### src/rtl/ao_filter_bank.sv
// Multi-lane clocked AND-OR gate (w = c | (a & b)) with per-lane glitch filtering,
// rise/fall pulses and a saturating transition counter.
module ao_filter_bank #(
    parameter int WIDTH  = 4,
    parameter int STABLE = 3,
    parameter int CNT_W  = 8
) (
    input  logic             clk,
    input  logic             rst_n,
    input  logic             en,
    input  logic [WIDTH-1:0] a,
    input  logic [WIDTH-1:0] b,
    input  logic [WIDTH-1:0] c,
    input  logic             clr_count,
    output logic [WIDTH-1:0] w,
    output logic [WIDTH-1:0] rise,
    output logic [WIDTH-1:0] fall,
    output logic [WIDTH-1:0] pending,
    output logic [CNT_W-1:0] evt_count
);

    localparam int              LCW      = $clog2(STABLE + 1);
    localparam logic [LCW-1:0]  CNT_LAST = LCW'(STABLE - 1);
    localparam int              PW       = $clog2(WIDTH + 1);
    localparam int              SW       = ((CNT_W > PW) ? CNT_W : PW) + 1;
    localparam logic [CNT_W-1:0] EVT_MAX = '1;

    logic [WIDTH-1:0] r_a;
    logic [WIDTH-1:0] r_b;
    logic [WIDTH-1:0] r_c;
    logic [WIDTH-1:0] w_raw;
    logic [WIDTH-1:0] w_fire;
    wire  [WIDTH-1:0] w_lane_w;
    wire  [WIDTH-1:0] w_lane_rise;
    wire  [WIDTH-1:0] w_lane_fall;
    wire  [WIDTH-1:0] w_lane_pend;
    logic [CNT_W-1:0] r_evt;
    logic [PW-1:0]    w_pop;
    logic [SW-1:0]    w_sum;
    logic [CNT_W-1:0] w_evt_next;

    always_ff @(posedge clk) begin
        if (!rst_n) begin
            r_a <= '0;
            r_b <= '0;
            r_c <= '0;
        end else if (en) begin
            r_a <= a;
            r_b <= b;
            r_c <= c;
        end
    end

    assign w_raw = r_c | (r_a & r_b);

    generate
        for (genvar gi = 0; gi < WIDTH; gi++) begin : g_lane
            logic [LCW-1:0] r_cnt;
            logic           r_w;
            logic           r_rise;
            logic           r_fall;
            logic           w_diff;

            // w is one bit, so "differs from w" already names the candidate value.
            assign w_diff     = w_raw[gi] ^ r_w;
            assign w_fire[gi] = en & w_diff & (r_cnt == CNT_LAST);

            always_ff @(posedge clk) begin
                if (!rst_n) begin
                    r_cnt  <= '0;
                    r_w    <= 1'b0;
                    r_rise <= 1'b0;
                    r_fall <= 1'b0;
                end else begin
                    r_rise <= 1'b0;
                    r_fall <= 1'b0;
                    if (en) begin
                        if (!w_diff) begin
                            r_cnt <= '0;
                        end else if (r_cnt == CNT_LAST) begin
                            r_cnt  <= '0;
                            r_w    <= w_raw[gi];
                            r_rise <= w_raw[gi];
                            r_fall <= ~w_raw[gi];
                        end else begin
                            r_cnt <= r_cnt + LCW'(1);
                        end
                    end
                end
            end

            assign w_lane_w[gi]    = r_w;
            assign w_lane_rise[gi] = r_rise;
            assign w_lane_fall[gi] = r_fall;
            assign w_lane_pend[gi] = (r_cnt != '0);
        end
    endgenerate

    always_comb begin
        w_pop = '0;
        for (int i = 0; i < WIDTH; i++) begin
            w_pop = w_pop + PW'(w_fire[i]);
        end
    end

    // Widened add so saturation is detected instead of wrapping.
    assign w_sum      = SW'(r_evt) + SW'(w_pop);
    assign w_evt_next = (w_sum > SW'(EVT_MAX)) ? EVT_MAX : w_sum[CNT_W-1:0];

    always_ff @(posedge clk) begin
        if (!rst_n) begin
            r_evt <= '0;
        end else if (clr_count) begin
            r_evt <= '0;
        end else if (en) begin
            r_evt <= w_evt_next;
        end
    end

    assign w         = w_lane_w;
    assign rise      = w_lane_rise;
    assign fall      = w_lane_fall;
    assign pending   = w_lane_pend;
    assign evt_count = r_evt;

endmodule

### config.mk
export PLATFORM = sky130hd
export DESIGN_NAME = ao_filter_bank
export DESIGN_NICKNAME = d
export VERILOG_FILES = /design/src/rtl/ao_filter_bank.sv
export SDC_FILE = /design/constraint.sdc
export NUM_CORES = 1
export LEC_CHECK = 0
export BUFFER_PORTS_ARGS = -buffer_cell sky130_fd_sc_hd__clkbuf_2
export CORE_MARGIN = 3
export CORE_UTILIZATION = 48
export DETAILED_ROUTE_END_ITERATION = 8
export PLACE_DENSITY = 0.77
export SYNTH_ARGS = -nofsm -noshare
export SYNTH_HDL_FRONTEND = slang
export SYNTH_SLANG_ARGS = --single-unit
### constraint.sdc
create_clock -name clk -period 2.8 [get_ports clk]
set_clock_uncertainty 0.2 [all_clocks]
set_input_delay 0.42 -clock clk [delete_from_list [all_inputs] [get_ports clk]]
set_output_delay 0.42 -clock clk [all_outputs]
set_load 0.01 [all_outputs]
# After elaboration in Yosys (flattened, before gate mapping)
# Cells that the tools add are included.
word_totals:
  ff_bits: 40
  in_bits: 16
op_classes:
  eq_ne: 4
  n_bitwise: 19
  add_sub_neg: 8
  n_lt_le_gt_ge: 1
  n_reduce_logical: 13
  mux: 9
op_table:
  columns: ["op", "count"]
  rows:
  - ["two-way mux 2 bit", 8]
  - ["AND reduction 4 bit", 4]
  - ["AND reduction 3 bit", 4]
  - ["adder 8 x 3 -> 9 bit", 1]
  - ["greater-than comparator 9 x 8 -> 1 bit (second input constant)", 1]
  - ["adder 2 x 1 -> 2 bit (second input constant)", 4]
  - ["bitwise AND 1 bit", 8]
  - ["== test 2 bit (second input constant)", 4]
  - ["two-way mux 8 bit", 1]
  - ["nonzero test 2 bit", 4]
  - ["inverter 1 bit", 5]
  - ["bitwise AND 4 bit", 1]
  - ["bitwise OR 4 bit", 1]
  - ["XOR 1 bit", 4]
  - ["adder 2 x 1 -> 3 bit", 1]
  - ["adder 3 x 1 -> 3 bit", 1]
  - ["adder 1 x 1 -> 2 bit", 1]
  - ["OR reduction 2 bit", 1]

# Longest topological paths before layout
# Gate-level depths: netlist of the first run.
depth:
  ltp_word: 11
  ltp_mapped: 12
  depth_no_buf: 11

# Least setup slack after synthesis of the first run
# No wires, ideal clock.
synth_path:
  kind: "in2reg"
  from: "input en"
  to: "register r_evt[4] (netlist: evt_count[4])"
  t_required_ns: 2.522
  t_arrival_ns: 2.711
  path_slack_ns: -0.188
  cell_stages: 12
  cell_sequence: "buf_6 > and3b_1 > and2_1 > fa_1 > inv_1 > fa_1 > inv_1 > fa_1 > and3_1 > buf_2 > and4_2 > nor3_1"
synth_via:
  elab_chain_cells: 8
  word_cells_on_any_way: 14
  classes_between: "4 x add/sub; 1 x order compare; 1 x mux; 8 x bitwise"
synth_rtl:
  columns: ["element", "line_no", "source"]
  rows:
  - ["start, declared", "10", "input logic en,"]
  - ["bitwise AND 1 bit (*) (2 in a row)", "66", "assign w_fire[gi] = en & w_diff & (r_cnt == CNT_LAST);"]
  - ["net w_fire[0]", "32", "logic [WIDTH-1:0] w_fire;"]
  - ["adder 1 x 1 -> 2 bit (*)", "102", "w_pop = w_pop + PW'(w_fire[i]);"]
  - ["adder 2 x 1 -> 3 bit (*)", "102", null]
  - ["adder 3 x 1 -> 3 bit (*)", "102", null]
  - ["adder 8 x 3 -> 9 bit (*)", "107", "assign w_sum = SW'(r_evt) + SW'(w_pop);"]
  - ["greater-than comparator 9 x 8 -> 1 bit", "108", "assign w_evt_next = (w_sum > SW'(EVT_MAX)) ? EVT_MAX : w_sum[CNT_W-1:0];"]
  - ["two-way mux 8 bit (*)", "108", null]
  - ["end signal, assigned", "116", "r_evt <= w_evt_next;"]
  - ["end, declared", "37", "logic [CNT_W-1:0] r_evt;"]
# The timed path passes the listed nets; every way through them passes the cells marked *.
# A chain may end at the register's enable or synchronous reset.

# Worst setup path in the final report of the first run
layout_path:
  from: "register r_b[0]"
  to: "register r_evt[4] (netlist: evt_count[4])"
layout_via:
  elab_chain_cells: 11
layout_rtl:
  columns: ["element", "line_no", "source"]
  rows:
  - ["start, declared", "29", "logic [WIDTH-1:0] r_b;"]
  - ["start signal, assigned", "45", "r_b <= '0;"]
  - ["start signal, assigned", "49", "r_b <= b;"]
  - ["bitwise AND 4 bit (*)", "54", "assign w_raw = r_c | (r_a & r_b);"]
  - ["bitwise OR 4 bit (*)", "54", null]
  - ["XOR 1 bit (*)", "65", "assign w_diff = w_raw[gi] ^ r_w;"]
  - ["bitwise AND 1 bit (*) (2 in a row)", "66", null]
  - ["net w_fire[0]", "32", null]
  - ["adder 1 x 1 -> 2 bit (*)", "102", null]
  - ["adder 2 x 1 -> 3 bit (*)", "102", null]
  - ["adder 3 x 1 -> 3 bit (*)", "102", null]
  - ["adder 8 x 3 -> 9 bit (*)", "107", null]
  - ["greater-than comparator 9 x 8 -> 1 bit", "108", null]
  - ["two-way mux 8 bit (*)", "108", null]
# Marks and branches as above.

==> results.ini, run 1 <==
[status]
status=completed

[logic_synthesis]
synth_edf_count=0
synth_common_cells=40 x dfxtp_1, 20 x nand2_1, 14 x nor2b_1
synth_most_common_cell=dfxtp_1
synthAdderAreaFrac=0.0388
synth_area_um2=1870
synth.area.top_cells=dfxtp_1 43%, mux2i_1 6.4%, buf_4 4.8%, nor2b_1 4.7%, nand2_1 4.0%
syn_nets=215
netlist.area_leader.share=0.428
synth_ff_type=dfxtp_1
ys_seq_elements=40
synth_compound_gate_area_share=0.0990
yosysSeqAreaShare=0.428
synth-simple-area-share=0.245
yosysUniqueCellTypes=34
syn_inst=195
async_flop_share=0
synthXorXnorAreaFrac=0.0281
yosys_warnings=0
yosysTopAreaCell=dfxtp_1
synth_top_family_by_area=simple AND/OR/NAND/NOR gates
synth_mux_area_frac=0.0642
avgSynthCellArea_um2=9.59

[setup_path]
path_buf_inv=3
critical_path_class=reg -> reg
cp-start-kind=register
critical_path.max_fanout=6
r2r_slack_ns=0.05
critPathArrivalTime_ns=2.71
cpLargestDelayFamily=adder cells
path_cells=a21oi_2 -> buf_4 -> xnor2_2 -> and2_4 -> fa_1 -> inv_1 -> fa_2 -> inv_2 -> fa_2 -> and3_4 -> and4_4 -> nor3_1
cpMostUsedCell=fa_2
startpoint=r_b[0]$_SDFFE_PN0P_
slowest_stage=fa_1
required_ns=2.76
rr_worst_depth=12
worstReg2RegStart=r_b[0]$_SDFFE_PN0P_
critPathCaptureType=register
cp_slowest_stage_delay_ns=0.50
rr_endpoint=evt_count[4]$_SDFFE_PP0P_

[detailed_routing]
postRouteAntennaNets=0
vias=1453
routed_wl_um=3350
wl_per_cell_um=11.7
drtIter0Drc=53
drc_errors=0
first_pass_iters=4
via_per_inst=5.06

[min_path]
min_path_type=in -> reg
holdPathEnd=r_a[2]$_SDFFE_PN0P_
min-delay-start=a[2]
hold_depth=3

[die]
core_area_um2=3720
die_h_um=68.4
initial_core_util=0.503
rows=22
ios=40
fp.dieW_um=68.4
dieArea_um2=4680

[timing]
rsz0062_at_grt=yes
layout_min_cycle_time_ns=2.75
hold_viol=0
setup_viol=0
drv_slew=0
period_share=0.983
fmax_ghz=0.363
setup_ws_ns=0.0478
fin_setup_tns_ns=0
slew_headroom=0.630
worst_pin_slew_ns=0.555
hold_ws_ns=0.189

[final_layout]
num_antenna_cells=0
nFillCells=346
drive_gt1_frac=0.372
area_growth_pct=20.3
final_nets=259

[place]
pre_cts_ws_ns=-0.146
io_buffers=39
gp_congestion=0.761
hpwl_um=2480

[cts]
clockBufferDepth=2
path_clk_slew_ns=0.07
root_buffer=clkbuf_8
cts_tree=built
cts_buffers=5
htreeDepth=2
cts_num_sinks=40
clock_latency_ns=0.28
cts_hold_buf=0

[global_routing]
grt_pass1_wl_um=5590
track_usage=0.158
grt_pass1_vias=1322
grt_start_max_net_pins=34
antenna_found_initial=0
gr-total-overflow=0

[pwr]
powerDensity_nw_per_um2=462
ir_drop_mv=0.231
cellLeakagePower_nw=1.07
power.total_mw=1.04

[job]
drv_cap=0

worst min-delay path, stage by stage:
cell      delay, ns
clkbuf_2       0.07
mux2i_1        0.05
nor2b_1        0.09
layout make-up:
cell class	instances	area, µm²	share of cell area
Timing Repair Buffer	58	338	0.150
Sequential cell	40	808	0.359
Clock buffer	6	72.6	0.0323
Tap cell	48	60.1	0.0267
Inverter	7	26.3	0.0117
Multi-Input combinational cell	127	940	0.418
Clock inverter	1	5.00	0.00222
worst max path at each step:
stage               cells past startpoint  slack (ns)                        end
floorplan                              12       -0.08  evt_count[4]$_SDFFE_PP0P_
global placement                       11       -0.09  evt_count[4]$_SDFFE_PP0P_
detailed placement                     11       -0.15  evt_count[4]$_SDFFE_PP0P_
CTS                                    12       0.004  evt_count[0]$_SDFFE_PP0P_
global route                           12       -0.03  evt_count[4]$_SDFFE_PP0P_
finish                                 12        0.05  evt_count[4]$_SDFFE_PP0P_
cells in the final DEF (no fill, tap or decap), types with 2 or more instances in the layout:
cell      netlist  routed
and2_4          1       3
buf_4          12      19
nand2_1        20      20
nor3_1          5       5
nor2b_1        14      13
inv_1           7       6
clkbuf_8        0       5
nand2b_1        5       5
clkbuf_2        0      39
xnor2_1         5       3
dfxtp_2         0       6
a21boi_0        5       4
a21oi_1        10       7
a311oi_1        4       3
nand4_1         4       4
dfxtp_1        40      34
fa_2            0       2
nand3b_1        4       4
o211a_1         5       5
xnor2_2         0       2
and3b_1         4       4
and4_4          1       2
nand4b_1        4       4
a21oi_2         0       3
mux2i_1        12      12
nor2_1         10      10
timing repair:
action	in CTS	in global routing
pin swaps	0	7
endpoints found under the setup margin	6	8
setup buffers	0	1
resized for setup	5	10
report_power, final:
part           total [mW]  switching [mW]  internal (mW)
clock               0.351           0.181          0.169
combinational      0.0941          0.0454         0.0486
sequential          0.593         0.00967          0.584
total                1.04           0.237          0.802
metal layers:
metal,global-route usage,part of all wire,vias to the layer above
li1,-,-,742
met1,0.192,0.47,682
met2,0.261,0.47,25
met3,0.0411,0.042,4
met4,0.0670,0.015,0
met5,0,0,-
logic make-up after synthesis:
group,after synthesis
flip-flops,40
multiplexers,12
AND/OR/NAND/NOR,79
buffers and inverters,28
adder cells (fa/ha/maj),4
AO/OA/AOI/OAI,26
XOR/XNOR,6
registers in the layout, summed over array words and instances (netlist names):
register	flops
g_lane.r_fall	4
g_lane.r_cnt	8
r_b	4
g_lane.r_w	4
r_a	4
g_lane.r_rise	4
r_c	4
evt_count	8
through the flow:
step,cells,util,area (µm²)
global route,287,0.605,2250
finish,287,0.605,2250
floorplan,195,-,1900
CTS,286,0.596,2220
global placement,279,0.571,2120
detailed placement,279,0.571,2120
(Power assumes the default switching activity.)
==> run 2, diff against run 1 <==
BUFFER_PORTS_ARGS = -buffer_cell sky130_fd_sc_hd__buf_4   (was -buffer_cell sky130_fd_sc_hd__clkbuf_2)
==> results.ini, run 2 (same netlist as run 1, synthesis figures left out) <==
[status]
status=completed

[timing]
hold_viol=0  ; unchanged
period_share=0.985  ; +0.00205
drv_slew=0  ; unchanged
setup_viol=0  ; unchanged
hold_ws_ns=0.188  ; -0.00135 ns
fin_setup_tns_ns=0  ; unchanged
worst_pin_slew_ns=0.366  ; -0.188 ns
setup_ws_ns=0.0421  ; -0.00573 ns
rsz0062_at_grt=yes
fmax_ghz=0.363  ; -0.21%
layout_min_cycle_time_ns=2.76  ; +0.00573 ns
slew_headroom=0.756  ; +0.126

[detailed_routing]
postRouteAntennaNets=0  ; unchanged
routed_wl_um=3640  ; +8.8%
first_pass_iters=4  ; unchanged
vias=1471  ; +1.2%
drc_errors=0  ; unchanged
drtIter0Drc=96  ; +81%
wl_per_cell_um=12.8  ; +9.9%
via_per_inst=5.18  ; +2.3%

[cts]
clock_latency_ns=0.29  ; about the same
clockBufferDepth=2  ; unchanged
cts_tree=built
cts_buffers=5  ; unchanged
cts_hold_buf=0  ; unchanged
path_clk_slew_ns=0.07  ; about the same
cts_num_sinks=40  ; unchanged
htreeDepth=2  ; unchanged
root_buffer=clkbuf_8

[pwr]
pwr-share-comb=0.098  ; +0.007
p_int_mw=0.808  ; +0.76%
power.share.clock=0.336  ; -0.002
p_seq_frac=0.566  ; -0.006
ir_drop_mv=0.298  ; +29%
p_sw_mw=0.240  ; +1.3%
power.share.switching=0.229  ; +0.000912
powerDensity_nw_per_um2=451  ; -2.2%
cellLeakagePower_nw=1.08  ; +1.1%

[final_layout]
nFillCells=332  ; -4.0%
fin_cells=284  ; -1.0%
final_cell_mix=55 x buf_4, 37 x dfxtp_1, 20 x nand2_1
area_growth_pct=24.1
stdcell_area_um2=2320  ; +3.2%
drive_gt1_frac=0.352  ; -0.0207
num_antenna_cells=0  ; unchanged
layout_commonest_cell=buf_4
final_nets=256  ; -1.2%

[setup_path]
path_cells=a21oi_2 -> buf_4 -> xnor2_2 -> and2_4 -> fa_1 -> inv_1 -> fa_2 -> inv_2 -> fa_2 -> and3_4 -> and4_4 -> nor3_1
slowest_stage=fa_1
cpMostUsedCell=fa_2
critPathArrivalTime_ns=2.72  ; about the same
cp_slowest_stage_delay_ns=0.47  ; -0.03 ns
startpoint=r_a[0]$_SDFFE_PN0P_
critPathCapture=evt_count[4]$_SDFFE_PP0P_
rr_worst_depth=12  ; unchanged
critical_path_class=reg -> reg
worstReg2RegStart=r_a[0]$_SDFFE_PN0P_
required_ns=2.76  ; about the same
critPathCaptureType=register
cp-start-kind=register
cpLargestDelayFamily=adder cells
r2r_slack_ns=0.04  ; about the same
path_depth=12  ; unchanged
path_buf_inv=3  ; unchanged
rr_endpoint=evt_count[4]$_SDFFE_PP0P_
critical_path.max_fanout=6  ; unchanged

[die]
die_h_um=68.4  ; unchanged
core_area_um2=3720  ; unchanged
dieArea_um2=4680  ; unchanged
ios=40  ; unchanged
rows=22  ; unchanged
initial_core_util=0.503  ; unchanged
fp.dieW_um=68.4  ; unchanged

[min_path]
min_path_type=in -> reg

[global_routing]
track_usage=0.166  ; +0.00776
grt_pass1_wl_um=5870  ; +5.0%
grtUsageMet3=0.0394  ; -0.00164
gr-max-usage-layer=met2
antenna_found_initial=0  ; unchanged
use_met2=0.248  ; -0.0131
grtUsageMet1=0.226  ; +0.0342
grt_pass1_vias=1337  ; +1.1%
gr-total-overflow=0  ; unchanged
grt_start_max_net_pins=34  ; unchanged

[place]
hpwl_um=2570  ; +3.6%
gp_congestion=0.798  ; +5.0%
io_buffers=39  ; unchanged
dpl.cell_count=276  ; -1.1%
dpl-instance-area_um2=2200  ; +3.5%
pre_cts_ws_ns=-0.132  ; +0.0143 ns

[job]
drv_cap=0  ; unchanged

[run 2: changes by cell type in the layout (fill, tap and decap cells not counted)]
| cell | before | now |
|---|---|---|
| dfxtp_1 | 34 | 37 |
| dfxtp_2 | 6 | 3 |
| clkbuf_2 | 39 | 0 |
| buf_4 | 19 | 55 |
[run 2: cell type report]
class,instances,area [µm²],share of cell area
Multi-Input combinational cell,127,940,0.405
Sequential cell,40,805,0.347
Timing Repair Buffer,55,413,0.178
Clock buffer,6,72.6,0.0313
Tap cell,48,60.1,0.0259
Inverter,7,26.3,0.0113
Clock inverter,1,5.00,0.00216
[run 2: power by group through the flow]
stage	logic (mW)	registers, mW	clock network (mW)
after detailed placement	0.0982	0.604	0
after global placement	0.0958	0.604	0
after floorplan	0.0596	0.603	0
after CTS	0.101	0.592	0.361
final	0.103	0.593	0.352
after global routing	0.113	0.594	0.381
[run 2: layer usage]
| metal | up-vias | wire [µm] | part of all wire |
|---|---|---|---|
| li1 | 737 | - | - |
| met1 | 685 | 1670 | 0.46 |
| met2 | 40 | 1690 | 0.46 |
| met3 | 9 | 192 | 0.053 |
| met4 | 0 | 88 | 0.024 |
| met5 | - | 0 | 0 |
[run 2: what timing repair did]
| item | 4_1_cts | 5_1_grt |
|---|---|---|
| pin swaps | 0 | 6 |
| buffers inserted | 0 | 1 |
| endpoints found under the setup margin | 7 | 8 |
| gates resized for setup | 7 | 5 |
[run 2: worst min path at each step]
stage / start / end / slack [ns] / cells past startpoint
final: c[3] / r_c[3]$_SDFFE_PN0P_ / 0.19 / 3
after floorplan: g_lane[0].r_w$_SDFFE_PN0P_ / g_lane[0].r_fall$_SDFF_PN0_ / 0.26 / 2
after global routing: a[1] / r_a[1]$_SDFFE_PN0P_ / 0.18 / 3
after CTS: a[1] / r_a[1]$_SDFFE_PN0P_ / 0.19 / 3
after global placement: g_lane[3].r_cnt[0]$_SDFFE_PN0P_ / g_lane[3].r_cnt[0]$_SDFFE_PN0P_ / 0.28 / 2
after detailed placement: g_lane[3].r_w$_SDFFE_PN0P_ / g_lane[3].r_fall$_SDFF_PN0_ / 0.29 / 2
[run 2: worst min-delay path, delay by kind of cell]
kind | cells | cell delay [ns]
multiplexers | 1 | 0.05
buffers and inverters | 1 | 0.07
AND/OR/NAND/NOR | 1 | 0.09
[run 2: stage by stage]
step | util | power [mW]
detailed placement | 0.591 | 0.703
global placement | 0.591 | 0.700
global route | 0.625 | 1.09
finish | 0.625 | 1.05
CTS | 0.619 | 1.05
floorplan | - | 0.663
